<file path="config.mk">
export PLATFORM = sky130hd
export DESIGN_NAME = sgdmac_write
export DESIGN_NICKNAME = d
export VERILOG_FILES = /design/src/rtl/sgdmac_pkg.sv /design/src/rtl/sgdmac_write.sv
export SDC_FILE = /design/constraint.sdc
export NUM_CORES = 1
export LEC_CHECK = 0
export ABC_AREA = 1
export BUFFER_PORTS_ARGS = -buffer_cell sky130_fd_sc_hd__buf_2
export CORE_AREA = 4 4 103 129
export CTS_CLUSTER_DIAMETER = 50
export DETAILED_ROUTE_END_ITERATION = 8
export DIE_AREA = 0 0 107 133
export GPL_TIMING_DRIVEN = 0
export PLACE_DENSITY = 0.76
export SLEW_MARGIN = 10
export SYNTH_ARGS = -nofsm -noshare
export SYNTH_HDL_FRONTEND = slang
export SYNTH_SLANG_ARGS = --single-unit
</file>
<file path="constraint.sdc">
create_clock -name clk -period 6.8 [get_ports clk]
set_input_delay 0.34 -clock clk [delete_from_list [all_inputs] [get_ports clk]]
set_output_delay 0.34 -clock clk [all_outputs]
set_load 0.05 [all_outputs]
</file>
<file path="src/rtl/sgdmac_pkg.sv">
// ---------------------------------------------------------------------------
// sgdmac_pkg
// Definitions shared by the scatter-gather DMA write and read engines:
// engine state encoding, AXI burst geometry, and the AXI field constants
// driven on the address and data channels.
// ---------------------------------------------------------------------------
package sgdmac_pkg;

  typedef enum logic [1:0] {
    IDLE      = 2'd0,
    ADDR_REQ  = 2'd1,
    DATA_TX   = 2'd2,
    RESP_WAIT = 2'd3
  } sgdmac_state_e;

  // One full burst is 16 beats of 4 bytes.
  localparam int          BURST_BYTES    = 64;

  localparam logic [2:0]  AXI_SIZE_4B    = 3'b010;
  localparam logic [1:0]  AXI_BURST_INCR = 2'b01;
  localparam logic [1:0]  AXI_RESP_OKAY  = 2'b00;
  localparam logic [3:0]  AXI_STRB_ALL   = 4'hF;
  localparam logic [3:0]  AXI_ID_DEFAULT = 4'h0;

  // AXI length field for the next burst: a full 16-beat burst while at least
  // 64 bytes remain, otherwise the word count of the tail minus one. With
  // remain == 0 the subtraction wraps to 4'hF, which is the idle/reset value.
  function automatic logic [3:0] burst_awlen(input logic [15:0] remain);
    if (remain >= 16'(BURST_BYTES))
      return 4'hF;
    else
      return remain[5:2] - 4'd1;
  endfunction

endpackage

</file>
<file path="src/rtl/sgdmac_write.sv">
// ---------------------------------------------------------------------------
// sgdmac_write
// AXI3 write engine of the scatter-gather DMA. Takes one command
// {dst_addr, byte_count}, drains 32-bit words from an external
// first-word-fall-through buffer and writes them out as INCR bursts of up to
// 16 beats, with exactly one burst outstanding at a time.
//
// Ports
//   clk, rst_n              clock, asynchronous active-low reset
//   start_i, cmd_i[47:0]    command strobe and {dst_addr[47:16], byte_count[15:0]}
//   done_o                  engine idle
//   err_o                   sticky: some write response was not OKAY
//   fifo_empty_i, fifo_cnt_i, fifo_rdata_i, fifo_rden_o
//                           FWFT data buffer (head word on fifo_rdata_i)
//   aw*                     AXI write-address channel
//   w*                      AXI write-data channel
//   b*                      AXI write-response channel
// ---------------------------------------------------------------------------
module sgdmac_write
  import sgdmac_pkg::*;
#(
  parameter  int FIFO_DEPTH = 64,
  localparam int CW         = $clog2(FIFO_DEPTH) + 1
) (
  input  logic          clk,
  input  logic          rst_n,

  input  logic          start_i,
  input  logic [47:0]   cmd_i,
  output logic          done_o,
  output logic          err_o,

  input  logic          fifo_empty_i,
  input  logic [CW-1:0] fifo_cnt_i,
  input  logic [31:0]   fifo_rdata_i,
  output logic          fifo_rden_o,

  output logic [3:0]    awid_o,
  output logic [31:0]   awaddr_o,
  output logic [3:0]    awlen_o,
  output logic [2:0]    awsize_o,
  output logic [1:0]    awburst_o,
  output logic          awvalid_o,
  input  logic          awready_i,

  output logic [3:0]    wid_o,
  output logic [31:0]   wdata_o,
  output logic [3:0]    wstrb_o,
  output logic          wlast_o,
  output logic          wvalid_o,
  input  logic          wready_i,

  input  logic [3:0]    bid_i,
  input  logic [1:0]    bresp_i,
  input  logic          bvalid_i,
  output logic          bready_o
);

  sgdmac_state_e state, state_nxt;

  logic [31:0] awaddr_q;
  logic [15:0] remain_q;
  logic [3:0]  beat_cnt;
  logic [3:0]  burst_len;
  logic        err_q;
  logic        aw_pend;

  logic        start_go;
  logic [3:0]  awlen_c;
  logic        fifo_has_burst;
  logic        aw_hs;
  logic        w_hs;
  logic        b_hs;

  // The single-ID engine never looks at the returned ID.
  logic        unused_bid;
  assign unused_bid = ^bid_i;

  assign start_go = start_i && (cmd_i[15:0] != 16'd0);

  // AW is only raised once the whole burst is already buffered, so the W
  // channel never stalls on an empty buffer for lack of data.
  assign awlen_c        = burst_awlen(remain_q);
  assign fifo_has_burst = (32'(fifo_cnt_i) >= (32'(awlen_c) + 32'd1));

  // aw_pend keeps AWVALID up once raised, even if the buffer level were to
  // drop, so the request is never withdrawn before AWREADY.
  assign awvalid_o = (state == ADDR_REQ) && (aw_pend || fifo_has_burst);
  assign aw_hs     = awvalid_o && awready_i;

  assign wvalid_o    = (state == DATA_TX) && !fifo_empty_i;
  assign w_hs        = wvalid_o && wready_i;
  assign wlast_o     = (state == DATA_TX) && (beat_cnt == burst_len);
  assign fifo_rden_o = w_hs;
  assign wdata_o     = fifo_rdata_i;

  assign bready_o = (state == RESP_WAIT);
  assign b_hs     = bvalid_i && bready_o;

  assign done_o    = (state == IDLE);
  assign err_o     = err_q;
  assign awaddr_o  = awaddr_q;
  assign awlen_o   = awlen_c;
  assign awid_o    = AXI_ID_DEFAULT;
  assign awsize_o  = AXI_SIZE_4B;
  assign awburst_o = AXI_BURST_INCR;
  assign wid_o     = AXI_ID_DEFAULT;
  assign wstrb_o   = AXI_STRB_ALL;

  always_comb begin
    state_nxt = state;
    unique case (state)
      IDLE:      if (start_go)        state_nxt = ADDR_REQ;
      ADDR_REQ:  if (aw_hs)           state_nxt = DATA_TX;
      DATA_TX:   if (w_hs && wlast_o) state_nxt = RESP_WAIT;
      RESP_WAIT: if (b_hs)            state_nxt = (remain_q == 16'd0) ? IDLE : ADDR_REQ;
      default:                        state_nxt = IDLE;
    endcase
  end

  always_ff @(posedge clk or negedge rst_n) begin
    if (!rst_n)
      state <= IDLE;
    else
      state <= state_nxt;
  end

  // Burst bookkeeping. Reset clears everything so an interrupted transfer
  // leaves no residue for the next command.
  always_ff @(posedge clk or negedge rst_n) begin
    if (!rst_n) begin
      awaddr_q  <= 32'd0;
      remain_q  <= 16'd0;
      beat_cnt  <= 4'd0;
      burst_len <= 4'd0;
      err_q     <= 1'b0;
      aw_pend   <= 1'b0;
    end else begin
      aw_pend <= awvalid_o && !awready_i;

      unique case (state)
        IDLE: begin
          if (start_go) begin
            awaddr_q <= cmd_i[47:16];
            remain_q <= cmd_i[15:0];
            err_q    <= 1'b0;
          end
        end
        ADDR_REQ: begin
          if (aw_hs) begin
            burst_len <= awlen_c;
            awaddr_q  <= awaddr_q + 32'(BURST_BYTES);
            remain_q  <= (remain_q >= 16'(BURST_BYTES)) ?
                         (remain_q - 16'(BURST_BYTES)) : 16'd0;
            beat_cnt  <= 4'd0;
          end
        end
        DATA_TX: begin
          if (w_hs)
            beat_cnt <= beat_cnt + 4'd1;
        end
        RESP_WAIT: begin
          if (b_hs && (bresp_i != AXI_RESP_OKAY))
            err_q <= 1'b1;
        end
        default: ;
      endcase
    end
  end

endmodule

</file>
# Word level (Yosys, flattened, before mapping)
# Cells that the tools add are included.
# classes
add_sub_neg	5
order_cmp	2
n_eq_ne	10
n_mux	20
n_reduce_logical	25
# op_table
cell	count
32-bit 2-to-1 mux	2
32-bit one-hot mux with 2 select lines	1
16-bit 2-to-1 mux	3
32-bit by 7-bit adder with 32-bit output (second input constant)	1
16-bit one-hot mux with 2 select lines	1
16-bit by 7-bit >= comparator with 1-bit output (second input constant)	1
16-bit logical NOT	1
16-bit nonzero test	1
16-bit by 7-bit subtractor with 16-bit output (second input constant)	1
4-bit 2-to-1 mux	3
1-bit logical AND	10
3-bit AND reduction	3
2-bit 2-to-1 mux	4
2-bit by 1-bit inequality test with 1-bit output (second input constant)	4
2-bit one-hot mux with 4 select lines	1
4-bit one-hot mux with 2 select lines	1
2-bit nonzero test	4
7-bit by 5-bit >= comparator with 1-bit output	1
4-bit by 1-bit adder with 5-bit output (second input constant)	1
4-bit by 1-bit adder with 4-bit output (second input constant)	1
2-bit equality test (second input constant)	2
4-bit equality test	1
2-bit inequality test (second input constant)	2
4-bit AND reduction	1
other kinds (8)	11
# word_totals
register_bits	60
input_bits	100
out_inout_bits	92
elab_cells	69

# Longest topological paths before layout
# logic_depth
word_depth	9
depth_mapped	19

# Least setup slack after synthesis
# Ideal clock, no wire load.
# synth_path
kind	reg-to-reg
from	reg remain_q[6]
to	reg awaddr_q[0] (netlist: awaddr_o[0])
t_arrival_ns	3.178
t_required_ns	6.681
setup_slack_ns	3.503
stages_incl_launch_ff	19
path_buffers	1
cell_sequence	dfrtp_1 > inv_1 > ha_1 > inv_1 > nor3b_4 > nand2_1 > ha_1 > xnor2_1 > ha_1 > nand2_1 > nor2_1 > nand2_1 > nand4_2 > nand3_4 > nand2_2 > buf_2 > nand3_2 > nand2_1 > nand2_1
# synth_via
elab_chain_cells	9
# synth_rtl
item	line_no	rtl
start, declared	sgdmac_write.sv:62	logic [15:0] remain_q;
start signal, assigned	sgdmac_write.sv:145	remain_q <= cmd_i[15:0];
start signal, assigned	sgdmac_write.sv:153	remain_q <= (remain_q >= 16'(BURST_BYTES)) ?
16-bit by 7-bit >= comparator with 1-bit output	sgdmac_pkg.sv:29	if (remain >= 16'(BURST_BYTES))
4-bit 2-to-1 mux	sgdmac_pkg.sv:29	
named net awlen_o[1]	sgdmac_write.sv:40	output logic [3:0] awlen_o,
4-bit by 1-bit adder with 5-bit output	sgdmac_write.sv:84	assign fifo_has_burst = (32'(fifo_cnt_i) >= (32'(awlen_c) + 32'd1));
7-bit by 5-bit >= comparator with 1-bit output	sgdmac_write.sv:84	
1-bit logical OR	sgdmac_write.sv:88	assign awvalid_o = (state == ADDR_REQ) && (aw_pend || fifo_has_burst);
1-bit logical AND	sgdmac_write.sv:88	
1-bit logical AND	sgdmac_write.sv:89	assign aw_hs = awvalid_o && awready_i;
2-bit inequality test (no line)	-	
3-bit AND reduction (no line)	-	
end signal, assigned	sgdmac_write.sv:144	awaddr_q <= cmd_i[47:16];
end signal, assigned	sgdmac_write.sv:152	awaddr_q <= awaddr_q + 32'(BURST_BYTES);
end, declared	sgdmac_write.sv:61	logic [31:0] awaddr_q;
# The timed path passes the listed nets, and every way through them passes these cells.
# A chain may end at the register's enable or synchronous reset.

# Worst setup path in the final report
# layout_path
from	reg remain_q[6]
to	out awvalid_o
# layout_via
elab_chain_cells	6
# layout_rtl
item	line_no	rtl
16-bit by 7-bit >= comparator with 1-bit output	sgdmac_pkg.sv:29	
4-bit 2-to-1 mux	sgdmac_pkg.sv:29	
4-bit by 1-bit adder with 5-bit output	sgdmac_write.sv:84	
7-bit by 5-bit >= comparator with 1-bit output	sgdmac_write.sv:84	
1-bit logical OR	sgdmac_write.sv:88	
1-bit logical AND	sgdmac_write.sv:88	
end, declared	sgdmac_write.sv:43	output logic awvalid_o,
# Every way passes these cells.

==> flow_summary.ini <==
[drt]
drc = 0
ant_nets = 0
wl_per_cell_um = 13.5
via_per_inst = 4.72
drt-total-wl_um = 13700
firstDrtPassIters = 4
vias = 4778
drt_iter0_drc = 267

[setup_path]
crit_path_start_kind = register
crit_chain = inv_1 > ha_1 > inv_1 > nor3b_4 > nand2_1 > ha_1 > xnor2_1 > ha_1 > a21oi_1 > nand2_1 > nand2_1 > nand4_2 > nand2_1 > inv_1 > buf_2
path_max_fanout = 5
cpMaxStageDelayCell = dfrtp_1
critPathArrivalTime_ns = 3.23
cp_data_required_time_ns = 6.46
worstRegToRegCells = 17
path_class = reg2out
slowest_delay_ns = 0.41
cpMostUsedCell = nand2_1
r2r-end = awaddr_o[27]
cp-end-kind = output pin
timing.rr.start = remain_q[6]
regToRegSetupSlack_ns = 3.37

[synthesis]
synth_top_cell_by_area = dfrtp_1
yosysWarnings = 0
yosys.cell_count.top_type = nand2_1
synth_common_cells = nand2_1, nor2_1, dfrtp_1
synth-edff-count = 0
ys_seq_area_share_pct = 31.9
synth_cell_types = 38
netlist.area_leader.share_pct = 31.9
synth_area_um2 = 4710
async_flop_share_pct = 100
netlist_instances = 679
synth_area_per_cell_um2 = 6.93
synth-seq-cells = 60
ys.flop_type = dfrtp_1
ys_top_cells_by_area = dfrtp_1, nand2_1, buf_4

[place]
dp_hpwl_um = 10700
dp.cells = 996
io_buffers = 138
dpl_cell_area_um2 = 5660
place.gp.congestion = 0.959

[sta]
fin_setup_tns_ns = 0
finalSetupViolations = 0
relSlewSlack_pct = 48.2
hold_viol = 0
slew_violations = 0
min_period_over_period_pct = 52.5
skew_ns = 0.00880
worst_pin_slew_ns = 0.777
rsz0062_at_grt = no
max_freq_mhz = 280
period_minus_slack_ns = 3.57

[final_layout]
fill_cells = 1251
antennaDiodeCount = 0
fin_cells = 1012
fin_area_um2 = 5950
nets = 961
area_growth_pct = 26.3
drive_gt1_share_pct = 28.3

[worst_hold_path]
min_path_type = in2async

[clock_tree]
cts_hold_buf = 0
cts_tree = done
cts_root_buffer = clkbuf_16
post-cts-setup-buffers = 0
insertion_delay_ns = 0.34
ctsResizeCount = 0
clockBufferDepth = 2
cts_buffers = 9
cts_sinks = 60
cts_max_level = 3
clkTransAtPathRegs_ns = 0.05

[floorplanning]
die_w_um = 107
core_area_um2 = 12000
die_area_um2 = 14200
die_h_um = 133
ios = 192
initial_core_util_pct = 39.1
rows = 45

[job]
cap_violations = 0

[outcome]
outcome = finished clean

[power_and_ir_drop]
power_density_nw_per_um2 = 484
peakVddDrop_mv = 0.320
power.total_mw = 2.88
leakage_nw = 3.20

[global_route]
grt_pass1_wl_um = 22100
grt_use_total_pct = 19.5
first_global_vias = 4577
grt_max_degree = 61
gr-total-overflow = 0
antenna_found_initial = 0
==> worst max-delay path: cells and delay by family (launching register included) <==
kind                     cells  cell delay, ns
adder cells (fa/ha/maj)      3            0.85
AND/OR/NAND/NOR              6            0.81
buffers and inverters        4            0.50
flip-flops                   1            0.41
XOR/XNOR                     1            0.20
AO/OA/AOI/OAI                1            0.13
==> per-stage QoR <==
step | hold WS (ns) | setup WS, ns | util, %
2_1_floorplan | 0.0444 | 3.50 | -
3_3_place_gp | 0.450 | 3.46 | 47.0
3_5_place_dp | 0.454 | 3.35 | 47.0
4_1_cts | 0.115 | 3.19 | 49.3
5_1_grt | 0.163 | 2.95 | 49.3
6_report | 0.0898 | 3.23 | 49.3
==> registers in the layout (all words and copies together), names as in the netlist <==
name	flops
aw_pend	1
burst_len	4
awaddr_o	32
beat_cnt	4
err_o	1
state	2
remain_q	16
==> power breakdown <==
| part | switching [mW] | total (mW) | internal [mW] |
|---|---|---|---|
| sequential | 0.198 | 0.727 | 0.529 |
| combinational | 1.20 | 1.70 | 0.506 |
| clock | 0.164 | 0.446 | 0.281 |
==> logic make-up (layout without fill, tap and decap cells) <==
group                    count (synthesis)  count (layout)  share of synthesized area, %
AO/OA/AOI/OAI                           63              63                          7.47
XOR/XNOR                                20              20                          3.72
adder cells (fa/ha/maj)                 18              18                          4.79
buffers and inverters                  121             275                          14.1
flip-flops                              60              60                          31.9
multiplexers                             5               5                          1.06
other                                    2              17                         0.160
AND/OR/NAND/NOR                        390             390                          36.8
==> worst max path at each step <==
stage	slack (ns)	end	start
4_1_cts	3.19	awvalid_o	remain_q[6]
3_5_place_dp	3.35	awaddr_o[27]	remain_q[6]
6_report	3.23	awvalid_o	remain_q[6]
3_3_place_gp	3.46	awaddr_o[27]	remain_q[6]
2_1_floorplan	3.50	awaddr_o[0]	remain_q[6]
5_1_grt	2.95	awvalid_o	remain_q[6]
==> layer usage <==
layer / part of all wire (%) / track usage (%) / vias to the layer above / wire length [um]
li1: - / - / 2433 / -
met1: 42 / 23.4 / 2148 / 5690
met2: 49 / 33.8 / 171 / 6760
met3: 7.0 / 4.78 / 26 / 959
met4: 2.2 / 6.54 / 0 / 295
met5: 0 / 0 / - / 0
==> placed cells by master (no fill, tap or decap), types with 2 or more instances in the layout <==
cell type    n
nand2_1    219
buf_2      144
nor2_1      68
dfrtp_1     60
inv_1       54
buf_4       54
nand3_1     44
o21ai_0     34
nand4_1     20
ha_1        18
conb_1      17
o21ai_1     13
xor2_1      11
xnor2_1      9
clkbuf_16    9
clkbuf_1     8
nor2_2       7
nand3b_1     6
or2_2        6
nand2_2      5
a21oi_1      5
mux2i_1      5
nor3_1       4
clkinv_2     3
nand3_2      2
nand3_4      2
nand2_4      2
o21bai_1     2
and2_1       2
a21boi_0     2
a22oi_1      2
==> final cells by class <==
type	count	area (um2)	share of cell area (%)
multi-input combinational	513	2600	43.7
sequential	60	1500	25.3
timing repair buffer	138	693	11.7
buffer	67	459	7.72
clock buffer	11	233	3.91
tap	164	205	3.45
inverter	54	203	3.41
clock inverter	5	52.6	0.884
No activity file was read; power rests on OpenSTA's default activity.
